--- src/rtl/neopixel_strand_decoder.sv ---
// Receive-side NeoPixel decoder: classifies high pulses on the synchronised line
// as 0/1 bits, assembles 24-bit GRB words and flags frame end, bad pulses and overflow.
module neopixel_strand_decoder #(
    parameter int NUM_PIXELS   = 5,
    parameter int IDX_W        = 3,
    parameter int T_BIT_THRESH = 26,
    parameter int T_HIGH_MIN   = 8,
    parameter int T_HIGH_MAX   = 50,
    parameter int T_LATCH      = 2500
) (
    input  logic             clock,
    input  logic             reset_n,
    input  logic             neo_data,
    output logic             pixel_valid,
    output logic [IDX_W-1:0] pixel_index,
    output logic [7:0]       green,
    output logic [7:0]       red,
    output logic [7:0]       blue,
    output logic             frame_done,
    output logic             pulse_error,
    output logic             overflow,
    output logic             busy
);

    localparam int HC_W = $clog2(T_HIGH_MAX + 2);
    localparam int LC_W = 12;
    localparam int PC_W = $clog2(NUM_PIXELS + 1);

    localparam logic [HC_W-1:0] HC_MIN = HC_W'(T_HIGH_MIN);
    localparam logic [HC_W-1:0] HC_MAX = HC_W'(T_HIGH_MAX);
    localparam logic [HC_W-1:0] HC_THR = HC_W'(T_BIT_THRESH);
    localparam logic [HC_W-1:0] HC_SAT = HC_W'(T_HIGH_MAX + 1);
    localparam logic [LC_W-1:0] LC_END = LC_W'(T_LATCH - 1);
    localparam logic [LC_W-1:0] LC_SAT = LC_W'(T_LATCH);
    localparam logic [PC_W-1:0] PC_MAX = PC_W'(NUM_PIXELS);

    typedef enum logic [1:0] {SYNC, IDLE, HIGH, LOW} state_t;

    state_t            state_q, state_d;
    logic              sync1_q, sync2_q, line_prev_q;
    logic [HC_W-1:0]   high_cnt_q, high_cnt_d;
    logic [LC_W-1:0]   low_cnt_q, low_cnt_d;
    logic [4:0]        bit_cnt_q, bit_cnt_d;
    logic [23:0]       word_q, word_d;
    logic [PC_W-1:0]   pix_cnt_q, pix_cnt_d;
    logic              busy_q, busy_d;
    logic              valid_q, valid_d;
    logic              done_q, done_d;
    logic              err_q, err_d;
    logic              ovf_q, ovf_d;
    logic [IDX_W-1:0]  index_q, index_d;
    logic [7:0]        green_q, green_d;
    logic [7:0]        red_q, red_d;
    logic [7:0]        blue_q, blue_d;

    logic              line;
    logic              rise;
    logic              fall;
    logic [23:0]       shifted;

    assign line = sync2_q;
    assign rise = line & ~line_prev_q;
    assign fall = ~line & line_prev_q;
    // First received bit ends up in word[0] after 24 right shifts.
    assign shifted = {(high_cnt_q > HC_THR), word_q[23:1]};

    always_ff @(posedge clock or negedge reset_n) begin
        if (!reset_n) begin
            state_q     <= SYNC;
            sync1_q     <= 1'b0;
            sync2_q     <= 1'b0;
            line_prev_q <= 1'b0;
            high_cnt_q  <= '0;
            low_cnt_q   <= '0;
            bit_cnt_q   <= '0;
            word_q      <= '0;
            pix_cnt_q   <= '0;
            busy_q      <= 1'b0;
            valid_q     <= 1'b0;
            done_q      <= 1'b0;
            err_q       <= 1'b0;
            ovf_q       <= 1'b0;
            index_q     <= '0;
            green_q     <= '0;
            red_q       <= '0;
            blue_q      <= '0;
        end else begin
            state_q     <= state_d;
            sync1_q     <= neo_data;
            sync2_q     <= sync1_q;
            line_prev_q <= sync2_q;
            high_cnt_q  <= high_cnt_d;
            low_cnt_q   <= low_cnt_d;
            bit_cnt_q   <= bit_cnt_d;
            word_q      <= word_d;
            pix_cnt_q   <= pix_cnt_d;
            busy_q      <= busy_d;
            valid_q     <= valid_d;
            done_q      <= done_d;
            err_q       <= err_d;
            ovf_q       <= ovf_d;
            index_q     <= index_d;
            green_q     <= green_d;
            red_q       <= red_d;
            blue_q      <= blue_d;
        end
    end

    always_comb begin
        state_d    = state_q;
        high_cnt_d = high_cnt_q;
        low_cnt_d  = low_cnt_q;
        bit_cnt_d  = bit_cnt_q;
        word_d     = word_q;
        pix_cnt_d  = pix_cnt_q;
        busy_d     = busy_q;
        valid_d    = 1'b0;
        done_d     = 1'b0;
        err_d      = 1'b0;
        ovf_d      = 1'b0;
        index_d    = index_q;
        green_d    = green_q;
        red_d      = red_q;
        blue_d     = blue_q;

        unique case (state_q)
            SYNC: begin
                if (line) begin
                    low_cnt_d = '0;
                end else if (low_cnt_q >= LC_END) begin
                    low_cnt_d = '0;
                    state_d   = IDLE;
                end else begin
                    low_cnt_d = low_cnt_q + LC_W'(1);
                end
            end

            IDLE: begin
                if (rise) begin
                    state_d    = HIGH;
                    high_cnt_d = HC_W'(1);
                    busy_d     = 1'b1;
                end
            end

            HIGH: begin
                if (fall) begin
                    if (high_cnt_q < HC_MIN || high_cnt_q > HC_MAX) begin
                        err_d     = 1'b1;
                        busy_d    = 1'b0;
                        bit_cnt_d = '0;
                        word_d    = '0;
                        pix_cnt_d = '0;
                        low_cnt_d = LC_W'(1);
                        state_d   = SYNC;
                    end else begin
                        word_d    = shifted;
                        low_cnt_d = LC_W'(1);
                        state_d   = LOW;
                        if (bit_cnt_q == 5'd23) begin
                            bit_cnt_d = '0;
                            if (pix_cnt_q < PC_MAX) begin
                                valid_d   = 1'b1;
                                index_d   = IDX_W'(pix_cnt_q);
                                green_d   = shifted[23:16];
                                red_d     = shifted[15:8];
                                blue_d    = shifted[7:0];
                                pix_cnt_d = pix_cnt_q + PC_W'(1);
                            end else begin
                                ovf_d = 1'b1;
                            end
                        end else begin
                            bit_cnt_d = bit_cnt_q + 5'd1;
                        end
                    end
                end else if (high_cnt_q != HC_SAT) begin
                    high_cnt_d = high_cnt_q + HC_W'(1);
                end
            end

            LOW: begin
                if (rise) begin
                    state_d    = HIGH;
                    high_cnt_d = HC_W'(1);
                end else if (low_cnt_q >= LC_END) begin
                    // Latch gap: a partially filled word is reported and dropped.
                    done_d    = 1'b1;
                    busy_d    = 1'b0;
                    pix_cnt_d = '0;
                    low_cnt_d = LC_SAT;
                    state_d   = IDLE;
                    if (bit_cnt_q != 5'd0) begin
                        err_d     = 1'b1;
                        bit_cnt_d = '0;
                        word_d    = '0;
                    end
                end else begin
                    low_cnt_d = low_cnt_q + LC_W'(1);
                end
            end

            default: state_d = SYNC;
        endcase
    end

    assign pixel_valid = valid_q;
    assign pixel_index = index_q;
    assign green       = green_q;
    assign red         = red_q;
    assign blue        = blue_q;
    assign frame_done  = done_q;
    assign pulse_error = err_q;
    assign overflow    = ovf_q;
    assign busy        = busy_q;

endmodule

--- config.mk ---
export PLATFORM = sky130hd
export DESIGN_NAME = neopixel_strand_decoder
export DESIGN_NICKNAME = d
export VERILOG_FILES = /design/src/rtl/neopixel_strand_decoder.sv
export SDC_FILE = /design/constraint.sdc
export NUM_CORES = 1
export LEC_CHECK = 0
export ABC_CLOCK_PERIOD_IN_PS = 1900
export CORE_ASPECT_RATIO = 0.6
export CORE_MARGIN = 2
export CORE_UTILIZATION = 50
export CTS_CLUSTER_SIZE = 25
export DETAILED_ROUTE_END_ITERATION = 8
export GPL_TIMING_DRIVEN = 0
export PLACE_DENSITY = 0.73
export SETUP_SLACK_MARGIN = 0.5
export SYNTH_ARGS = -nofsm -noshare
export SYNTH_HDL_FRONTEND = slang
export SYNTH_SLANG_ARGS = --single-unit
--- constraint.sdc ---
create_clock -name clock -period 1.9 [get_ports clock]
set_input_delay 0.19 -clock clock [delete_from_list [all_inputs] [get_ports clock]]
set_output_delay 0.19 -clock clock [all_outputs]
set_load 0.02 [all_outputs]
Word level (Yosys, flattened, before mapping)

Index checks and enable logic that the tools add are counted.

Output and inout bits: 32
Flip-flop bits (word level): 87

Equality and inequality tests: 17
Order comparisons: 5
$add $sub $neg: 4
Bitwise operators: 5
Reduce and logical (&&, ||, !) cells: 15
Muxes and demuxes: 62

Operator list:

| operator              | number |
|---|---|
| $mux 24               | 5 |
| $mux 12               | 5 |
| $pmux 24 s2           | 1 |
| $pmux 12 s3           | 1 |
| $mux 5                | 6 |
| $mux 1                | 23 |
| $mux 3                | 6 |
| $mux 6                | 3 |
| $ne 2x2->1 const B    | 9 |
| $add 12x1->12 const B | 1 |
| $ge 12x12->1 const B  | 1 |
| $mux 2                | 6 |
| $pmux 6 s2            | 1 |
| $reduce_and 6->1      | 2 |
| $pmux 5 s2            | 1 |
| $reduce_and 5->1      | 2 |
| $pmux 2 s4            | 1 |
| $add 6x1->6 const B   | 1 |
| $gt 6x5->1 const B    | 1 |
| $gt 6x6->1 const B    | 1 |
| $lt 6x4->1 const B    | 1 |
| $ne 3x3->1 const B    | 2 |
| $ne 6x6->1 const B    | 1 |
| $pmux 3 s2            | 1 |
| other kinds (19)      | 26 |

Longest topological paths before layout

Gate-level depths: netlist (run 1).

Depth after elaboration: 6
Gate-level depth with buffers: 7
Depth with buffers taken out: 6

Worst setup path after synthesis (run 1)

OpenSTA, ideal clock, no wires.

Kind: reg2reg
From: reg high_cnt_q[1]
To: reg green_q[1], in the netlist green[1]
Library setup time: 0.125 ns
Cell stages (with the launch flop): 7
Data arrival time: 1.866 ns
Data required time: 1.775 ns
Slack: -0.091 ns
Cell sequence: dfrtp_1 a211o_1 a31oi_2 and4_1 buf_4 buf_4 mux2_2

Word-level cells in the longest chain between the ends: 4

RTL lines:

| what                                            | RTL line | text |
|---|---|---|
| start, declared                                 | 41       | `logic [HC_W-1:0] high_cnt_q, high_cnt_d;` |
| start signal, assigned                          | 92       | `high_cnt_q <= high_cnt_d;` |
| $lt 6x4->1 / $gt 6x6->1 (equally long branches) | 148      | `if (high_cnt_q < HC_MIN \|\| high_cnt_q > HC_MAX) begin` |
| $logic_or 1x1->1 *                              | 148      |  |
| $not 1->1 (no line) *                           | --       |  |
| $reduce_and 5->1 (no line) *                    | --       |  |
| end signal, assigned                            | 103      | `green_q <= green_d;` |
| end, declared                                   | 52       | `logic [7:0] green_q, green_d;` |

Mark *: on every way between the ends. The rest lies on a longest branch, timed or not.
A chain may end at the register's enable or synchronous reset.

Final worst setup path (run 1)

From: reg high_cnt_q[0]
To: reg red_q[2], in the netlist red[2]

Word-level cells in the longest chain between the ends: 4

RTL lines:

| what                                            | RTL line | text |
|---|---|---|
| $lt 6x4->1 / $gt 6x6->1 (equally long branches) | 148      |  |
| $logic_or 1x1->1 *                              | 148      |  |
| $not 1->1 (no line) *                           | --       |  |
| $reduce_and 5->1 (no line) *                    | --       |  |
| end signal, assigned                            | 104      | `red_q <= red_d;` |
| end, declared                                   | 53       | `logic [7:0] red_q, red_d;` |

Marked as above.

==> impl_metrics.tcl, run 1 <==
set metrics [dict create \
    synth_edf_count 0 \
    ys_seq_elements 86 \
    initial_utilization_pct 51.6 \
    finalWirelength_mm 11.4 \
    cts_root_buffer "clkbuf_16" \
    max_freq_mhz 521 \
    syn_inst 386 \
    start_kind "register" \
    die_w_um 120 \
    arrival_ps 2150 \
    die_area_mm2 0.00889 \
    portBuffers 34 \
    hold_viol_final 0 \
    dr.pass1.iters 6 \
    min_period_ps 1920 \
    antenna_found_initial 0 \
    synth_commonest_cells "86 x dfrtp_1, 39 x inv_1, 35 x nand4_1, 32 x o21ai_0, 26 x mux2_2" \
    die_h_um 73.9 \
    irDropWorstVdd_mv 0.550 \
    worst-setup-path-type "register to register" \
    clkTransAtPathRegs_ps 60 \
    utilization_pct 76.4 \
    synth_top_area_share_pct 52.9 \
    synth.top_cells.by_area "dfrtp_1 53%, mux2_2 7.2%, nand4_1 5.4%, o21ai_0 3.9%, inv_1 3.6%" \
    avgViaCountPerCell 6.12 \
    status "finished with violations" \
    grt.overflow.total 0 \
    track_usage_pct 25.2 \
    synth_area_mm2 0.00407 \
    cp_slowest_cell "dfrtp_1" \
    max_cap_violations 0 \
    slew_viol_final 0 \
    drtIter0Drc 374 \
    synth_flop_cell "dfrtp_1" \
    coreArea_mm2 0.00788 \
    synth_nets 395 \
    drive_gt1_share_pct 40.8 \
    cp_cell_sequence "a211o_1 > a31oi_4 > and4_1 > buf_6 > buf_8 > mux2_2" \
    h-tree-depth 3 \
    synth.most_common_cell "dfrtp_1" \
    cts_tree "done" \
    ctsLongestPathBuffers 2 \
    grt_pass1_vias 3283 \
    grt_max_degree 50 \
    vias 3619 \
    finalClockSkew_ps 3.98 \
    rsz0062_at_grt "true" \
    yosys_warnings 0 \
    wl_per_cell_um 19.3 \
    critPathMaxStageDelay_ps 380 \
    cp_max_fo 10 \
    worst_ep_required_time_ps 2130 \
    async_flop_share_pct 100 \
    ant_nets 0 \
    num-fill-cells 523 \
    setup.worst_path.end_class "register" \
    antenna_cells 0 \
    hp-class "primary input to register" \
    setup_violations 9 \
    postSynthAreaPerCell_um2 10.5 \
    relSlewSlack_pct 65.2 \
    cts_buffers 9 \
    insertion_delay_ps 340 \
    leakagePower_nw 2.74 \
    final.setup.tns_ps -143 \
    synth_top_area_cell "dfrtp_1" \
    setup_slack_ps -21.0 \
    grt_pass1_wl_mm 17.1 \
    drc 0 \
    power_density_mw_per_mm2 648 \
    clock-sinks 86 \
    synth.distinct_cells 55 \
    nNetsFinal 487 \
    violations "negative setup slack" \
    ys_seq_area_share_pct 52.9 \
    rows 25 \
    area_delta_synth_final_pct 48.1 \
    worst_pin_slew_ps 522 \
    ios 35 \
    dp_hpwl_mm 6.20 \
    routabilityCongestion 0.852 \
    period_share_pct 101 \
]
-- cells by family after synthesis --
kind of cell,Yosys count,synth area share [%]
adder cells (fa/ha/maj),6,1.85
XOR/XNOR,3,0.646
multiplexers,31,8.43
AND/OR/NAND/NOR,122,17.4
AO/OA/AOI/OAI,78,12.8
flip-flops,86,52.9
buffers and inverters,60,5.97
-- per-stage QoR --
| step | total power, W | cell area [um^2] | hold WS [ps] | setup WS [ps] | instances |
|---|---|---|---|---|---|
| after floorplan | 0.00192 | 4200 | -106 | 16.5 | 386 |
| after global placement | 0.00197 | 4670 | 343 | -2450 | 528 |
| after detailed placement | 0.00197 | 4700 | 201 | -259 | 529 |
| after CTS | 0.00391 | 5650 | 289 | -75.0 | 578 |
| after global routing | 0.00401 | 6020 | 303 | -88.3 | 591 |
| final | 0.00390 | 6020 | 293 | -21.0 | 591 |
-- metal layers --
metal / vias to the layer above / track usage (%) / part of all wire, %
met3: 15 / 6.13 / 6.2
met4: 0 / 7.11 / 1.4
li1: 1616 / - / -
met1: 1823 / 37.8 / 47
met5: - / 0 / 0
met2: 165 / 36.5 / 45
-- flip-flops by register name (all words and copies together) (netlist names), 3 cells and up --
name / cells
green: 8
pix_cnt_q: 3
blue: 8
low_cnt_q: 12
pixel_index: 3
high_cnt_q: 6
bit_cnt_q: 5
word_q: 23
red: 8
-- path summary, 6_finish.rpt --
path,slack [ps],end,from,cells after the start
worst max register to register,-20,red[2]$_DFFE_PN0P_,high_cnt_q[0]$_DFFE_PN0P_,6
worst max-delay path,-20,red[2]$_DFFE_PN0P_,high_cnt_q[0]$_DFFE_PN0P_,6
worst min-delay path,290,sync1_q$_DFF_PN0_,neo_data,1
max in group asynchronous,930,state_q[1]$_DFFE_PN0P_,reset_n,3
min in group asynchronous,360,high_cnt_q[0]$_DFFE_PN0P_,reset_n,2
worst min register to register,370,line$_DFF_PN0_,sync1_q$_DFF_PN0_,0
-- power by group --
part / internal, W / switching [W]
logic: 0.0000558 / 0.0000874
clock network: 0.00118 / 0.000727
registers: 0.00184 / 0.00000976
total: 0.00308 / 0.000824
-- critical path: cells and delay by family (launching register included) --
kind / cells / cell delay, ps
AO/OA/AOI/OAI: 2 / 570
flip-flops: 1 / 380
multiplexers: 1 / 340
buffers and inverters: 2 / 290
AND/OR/NAND/NOR: 1 / 220
-- final cells by class --
cell class,count,area [um^2],area share (%)
plain buffers,21,219,3.64
clock buffers,10,239,3.97
clock inverters,6,85.1,1.41
inverters,39,146,2.43
multi-input cells,240,2240,37.2
flip-flops and latches,86,2160,35.9
well taps,108,135,2.24
repair buffers,81,796,13.2
-- layout by cell type (no fill, tap or decap), types with 5 or more instances in the layout --
master         netlist  final
dfrtp_1             86     80
inv_1               39     35
nand4_1             35     35
buf_4                3     32
dlygate4sd2_1        0     32
o21ai_2              0     26
nand2_1             19     16
mux2_4               0     16
buf_6                0     15
nand3_1             17     12
clkbuf_16            0     10
mux2_2              26     10
a21oi_1             12      8
buf_8                0      6
nor2_1               8      6
dfrtp_2              0      6
mux2i_1              5      5
-- repair_timing --
action / in CTS / in global routing
pin swaps: 13 / 14
hold buffers: 1 / 0
gates resized for setup: 116 / 77
endpoints found under the hold margin: 37 / 0
gates cloned: 4 / 1
endpoints found under the setup margin: 114 / 83
setup buffers: 28 / 12
Power figures use the tool's default switching activity.
==> run 2, diff against run 1 <==
--- a/config.mk
+++ b/config.mk
@@ -8,11 +8,10 @@
 export ABC_CLOCK_PERIOD_IN_PS = 1900
 export CORE_ASPECT_RATIO = 0.6
 export CORE_MARGIN = 2
-export CORE_UTILIZATION = 50
-export CTS_CLUSTER_SIZE = 25
+export CORE_UTILIZATION = 30
+export CTS_CLUSTER_SIZE = 28
 export DETAILED_ROUTE_END_ITERATION = 8
 export GPL_TIMING_DRIVEN = 0
-export PLACE_DENSITY = 0.73
 export SETUP_SLACK_MARGIN = 0.5
 export SYNTH_ARGS = -nofsm -noshare
 export SYNTH_HDL_FRONTEND = slang
==> run 2 against run 1 <==
Net effect:
- the flow still finishes with violations (negative setup slack)
- cell count rose by 11%
- register-to-register slack barely moved
- clock skew rose by 1.6 ps
- clock-buffer cell count rose by 3
- worst hold slack got worse by 0.79 ps
- routed wire length fell by 0.20%
==> impl_metrics.tcl, run 2 (synthesis results as in run 1) <==
set metrics [dict create \
    status "finished with violations" \
    violations "negative setup slack" \
    final_cell_mix "76 x dfrtp_1, 35 x inv_1, 35 x nand4_1, 32 x dlygate4sd2_1, 30 x buf_4" \
    finalClockSkew_ps 5.62 \
    rrSetupSlack_ps -30 \
    avgViaCountPerCell 5.21 \
    worst_pin_slew_ps 628 \
    top_register "word_q" \
    cp_cell_sequence "a211o_1 > a31oi_4 > and4_1 > buf_6 > buf_4 > mux2_2" \
    crit_buf_inv 2 \
    grt_pass1_wl_mm 17.9 \
    worst_ep_required_time_ps 2120 \
    drive_gt1_share_pct 42.8 \
    largest_reg_flops 23 \
    cts_root_buffer "clkbuf_16" \
    antenna_found_initial 0 \
    ant_nets 0 \
    reg2reg_from "high_cnt_q[3]$_DFFE_PN0P_" \
    relSlewSlack_pct 57.8 \
    die_w_um 154 \
    clkTransAtPathRegs_ps 60 \
    dp_slack_ps -240 \
    drc 0 \
    cp_slowest_cell "dfrtp_2" \
    utilization_pct 47.3 \
    finalWirelength_mm 11.4 \
    final_common_cell "dfrtp_1" \
    area_delta_synth_final_pct 52.0 \
    max_freq_mhz 517 \
    hp-class "primary input to register" \
    cp_top_family "compound AO/OA/AOI/OAI gates" \
    setup_violations 16 \
    die_area_mm2 0.0145 \
    track_usage_pct 15.6 \
    cp.depth 6 \
    period_share_pct 102 \
    antenna_cells 0 \
    dp_hpwl_mm 6.86 \
    cts_tree "done" \
    reg.largest.list "word_q x23, low_cnt_q x12" \
    startpoint "high_cnt_q[3]$_DFFE_PN0P_" \
    grt.overflow.total 0 \
    die_h_um 94.2 \
    grt_pass1_vias 3425 \
    ctsLongestPathBuffers 2 \
    insertion_delay_ps 340 \
    leakagePower_nw 2.75 \
    cts_buffers 9 \
    start_kind "register" \
    ios 35 \
    h-tree-depth 3 \
    power_density_mw_per_mm2 612 \
    worst-setup-path-type "register to register" \
    coreArea_mm2 0.0131 \
    dr.pass1.iters 4 \
    nNetsFinal 490 \
    grt_max_degree 55 \
    arrival_ps 2150 \
    setup.worst_path.end_class "register" \
    irDropWorstVdd_mv 0.412 \
    hold_viol_final 0 \
    portBuffers 34 \
    reg2reg_depth 6 \
    cp_max_fo 4 \
    critPathMaxStageDelay_ps 440 \
    rsz0062_at_grt "true" \
    vias 3420 \
    r2r-end "red[7]$_DFFE_PN0P_" \
    rows 32 \
    initial_utilization_pct 31.2 \
    drtIter0Drc 177 \
    setup_slack_ps -32.9 \
    clock-sinks 86 \
    wl_per_cell_um 17.4 \
    min_period_ps 1930 \
    routabilityCongestion 0.796 \
    slew_viol_final 0 \
    max_cap_violations 0 \
    worstSetupEndpoint "red[7]$_DFFE_PN0P_" \
]
-- run 2: what timing repair did --
item	in CTS	in global routing
cloned	4	1
hold buffers	1	0
endpoints found under the setup margin	115	83
pin swaps	16	22
setup buffers	24	19
hold endpoints to repair	32	0
gates resized for setup	140	66
-- run 2: final cells by class --
cell class,count,area (um^2)
Multi-Input combinational cell,240,2300
Clock buffer,13,260
Fill cell,1160,6870
Inverter,39,149
Sequential cell,86,2160
Clock inverter,3,42.5
Timing Repair Buffer,84,822
Buffer,21,233
Tap cell,170,213
-- run 2: how the worst min path moves through the flow --
stage	from	end	slack [ps]	depth (start not counted)
floorplan	reset_n	bit_cnt_q[0]$_DFFE_PN0P_	-110	0
global placement	sync1_q$_DFF_PN0_	line$_DFF_PN0_	330	0
detailed placement	reset_n	low_cnt_q[5]$_DFFE_PN0P_	170	1
CTS	neo_data	sync1_q$_DFF_PN0_	280	1
global route	neo_data	sync1_q$_DFF_PN0_	280	1
finish	neo_data	sync1_q$_DFF_PN0_	290	1
-- run 2: worst register-to-register path, delay by kind of cell, from the launching register on --
| family | cells | cell delay [ps] |
|---|---|---|
| AO/OA/AOI/OAI | 2 | 540 |
| AND/OR/NAND/NOR | 1 | 230 |
| flip-flops | 1 | 440 |
| buffers and inverters | 2 | 280 |
| multiplexers | 1 | 340 |
-- run 2: where the power goes --
part	leakage (nW)	switching (W)	internal, W	total, W
Combinational	1.42	0.0000885	0.0000558	0.000144
Clock	0.146	0.000698	0.00109	0.00179
Sequential	1.18	0.00000915	0.00184	0.00185
-- run 2: routing by layer --
layer  global-route usage [%]  share of wire, %
met2                     22.8                44
met3                     4.15               4.4
met5                        0                 0
met4                     4.01              0.76
met1                     22.7                51
-- run 2: per-stage QoR --
stage               total power, W  setup TNS (ps)  instances  area, um^2  hold slack (ps)
floorplan                  0.00192               0        386        4200             -106
global placement           0.00197         -225360        590        4750              333
detailed placement         0.00198           -9830        591        4770              171
CTS                        0.00379            -914        636        5750              283
global route               0.00391           -1500        656        6180              284
finish                     0.00378            -222        656        6180              292
==> run 3, diff against run 2 <==
--- a/config.mk
+++ b/config.mk
@@ -5,7 +5,7 @@
 export SDC_FILE = /design/constraint.sdc
 export NUM_CORES = 1
 export LEC_CHECK = 0
-export ABC_CLOCK_PERIOD_IN_PS = 1900
+export ABC_CLOCK_PERIOD_IN_PS = 1800
 export CORE_ASPECT_RATIO = 0.6
 export CORE_MARGIN = 2
 export CORE_UTILIZATION = 30
==> constraint.sdc (replaced) <==
create_clock -name clock -period 1.8 [get_ports clock]
set_input_delay 0.18 -clock clock [delete_from_list [all_inputs] [get_ports clock]]
set_output_delay 0.18 -clock clock [all_outputs]
set_load 0.02 [all_outputs]
==> run 3 against run 2 <==
Net effect:
- the run still ends with negative setup slack left
- die area did not move
- global-route usage rose by 0.085 points
- via count rose by 1.4%
- first-iteration DRC count rose by 29%
- combinational power barely moved
- clock skew barely moved
- power rose by 2.5%
- sequential cell count did not move
- clock power barely moved
- cell count fell by 0.61%
- critical path depth did not move
==> impl_metrics.tcl, run 3 (synthesis results as in run 1) <==
set metrics [dict create \
    crit_buf_inv 2 \
    setup.worst_path.end_class "register" \
    nNetsFinal 488 \
    placedCellCount 591 \
    leakagePower_nw 2.73 \
    cp_cell_sequence "a211o_1 > a31oi_4 > and4_1 > buf_6 > buf_12 > mux2_4" \
    top_register "word_q" \
    area_delta_synth_final_pct 51.3 \
    min_period_ps 1900 \
    use_met1_pct 23.2 \
    hp-class "primary input to register" \
    cp_slowest_cell "dfrtp_2" \
    top_usage_layer "met1" \
    clock-sinks 86 \
    finalWirelength_mm 11.1 \
    grt.overflow.total 0 \
    num-fill-cells 1165 \
    cp_top_family "compound AO/OA/AOI/OAI gates" \
    rsz0062_at_grt "true" \
    ctsLongestPathBuffers 2 \
    start_kind "register" \
    die_w_um 154 \
    cp_max_fo 10 \
    worst-setup-path-type "register to register" \
    hold_viol_final 0 \
    fin_cells 652 \
    h-tree-depth 3 \
    worst_pin_slew_ps 559 \
    rows 32 \
    insertion_delay_ps 340 \
    irDropWorstVdd_mv 0.425 \
    ant_nets 0 \
    max_freq_mhz 525 \
    critPathMaxStageDelay_ps 460 \
    antenna_found_initial 0 \
    die_h_um 94.2 \
    track_usage_pct 15.7 \
    routabilityCongestion 0.846 \
    drc 0 \
    setup_slack_ps -105 \
    hold_slack_ps 276 \
    initial_utilization_pct 31.2 \
    avgViaCountPerCell 5.32 \
    clkTransAtPathRegs_ps 60 \
    drive_gt1_share_pct 41.5 \
    max_cap_violations 0 \
    cts_buffers 9 \
    antenna_cells 0 \
    vias 3469 \
    violations "negative setup slack" \
    relSlewSlack_pct 62.8 \
    reg.largest.list "word_q x23, low_cnt_q x12" \
    period_share_pct 106 \
    largest_reg_flops 23 \
    use_met3_pct 4.20 \
    grt_max_degree 46 \
    wl_per_cell_um 17.0 \
    ios 35 \
    worst_ep_required_time_ps 2020 \
    final_cell_mix "78 x dfrtp_1, 35 x inv_1, 35 x nand4_1, 32 x dlygate4sd2_1" \
    drtIter0Drc 229 \
    final_common_cell "dfrtp_1" \
    gr-usage-met2_pct 22.7 \
    finalClockSkew_ps 6.05 \
    die_area_mm2 0.0145 \
    cts_tree "done" \
    power_density_mw_per_mm2 630 \
    cts_root_buffer "clkbuf_16" \
    portBuffers 34 \
    arrival_ps 2130 \
    status "finished with violations" \
    coreArea_mm2 0.0131 \
    grt_pass1_vias 3419 \
    setup_violations 64 \
    dp_hpwl_mm 6.57 \
    grt_pass1_wl_mm 17.9 \
    slew_viol_final 0 \
    dr.pass1.iters 5 \
]
[run 3: cell count changes in the layout (fill, tap and decap cells not counted), moves of 3 or more]
cell and delta:
o311ai_4 -3, mux2_2 -13, buf_6 +6, mux2_4 +13
buf_4 -6, buf_8 -3
[run 3: power by group]
group          total, W  switching [W]  internal (W)
sequential      0.00195     0.00000849       0.00194
combinational  0.000142      0.0000860     0.0000557
clock           0.00178       0.000733       0.00105
total           0.00388       0.000828       0.00305
[run 3: path summary, 6_finish.rpt]
path / from / to / slack (ps) / cells past startpoint
setup / recovery: high_cnt_q[3]$_DFFE_PN0P_ / green[4]$_DFFE_PN0P_ / -100 / 6
hold / removal: neo_data / sync1_q$_DFF_PN0_ / 280 / 1
setup reg to reg: high_cnt_q[3]$_DFFE_PN0P_ / green[4]$_DFFE_PN0P_ / -100 / 6
hold reg to reg: sync1_q$_DFF_PN0_ / line$_DFF_PN0_ / 350 / 0
max in group asynchronous: reset_n / high_cnt_q[5]$_DFFE_PN0P_ / 800 / 3
min in group asynchronous: reset_n / frame_done$_DFF_PN0_ / 370 / 2
[run 3: timing repair]
| action | in CTS | in global routing |
|---|---|---|
| cloned | 4 | 2 |
| setup buffers | 28 | 12 |
| hold endpoints to repair | 41 | 0 |
| endpoints found under the setup margin | 115 | 83 |
| hold buffers | 1 | 0 |
| resized for setup | 132 | 63 |
| pin swaps | 21 | 23 |
[run 3: worst register-to-register path, cell delays in order (launching register included)]
cell	delay [ps]
dfrtp_2	460
a211o_1	290
a31oi_4	200
and4_1	210
buf_6	160
buf_12	160
mux2_4	320
[run 3: through the flow]
stage	power [W]	setup WS [ps]	area (um^2)	util [%]	TNS [ps]
after floorplan	0.00202	-83.5	4210	-	-1510
after global routing	0.00402	-192	6150	47.1	-8660
after detailed placement	0.00209	-355	4790	36.7	-15670
after CTS	0.00389	-147	5750	44.0	-4030
after global placement	0.00208	-2990	4770	36.5	-242750
final	0.00388	-105	6150	47.1	-3790
[run 3: final cells by class]
cell class / instances / area (um^2) / area share [%]
inverters: 39 / 149 / 2.42
clock inverters: 5 / 52.6 / 0.854
flip-flops and latches: 86 / 2160 / 35.1
clock buffers: 9 / 225 / 3.66
plain buffers: 21 / 223 / 3.62
multi-input cells: 240 / 2270 / 36.9
well taps: 170 / 213 / 3.46
repair buffers: 82 / 858 / 14.0
[run 3: layer usage]
| layer | share of wire (%) | vias to the layer above |
|---|---|---|
| li1 | - | 1610 |
| met1 | 52 | 1753 |
| met2 | 43 | 97 |
| met3 | 4.9 | 9 |
| met4 | 0.51 | 0 |
| met5 | 0 | - |
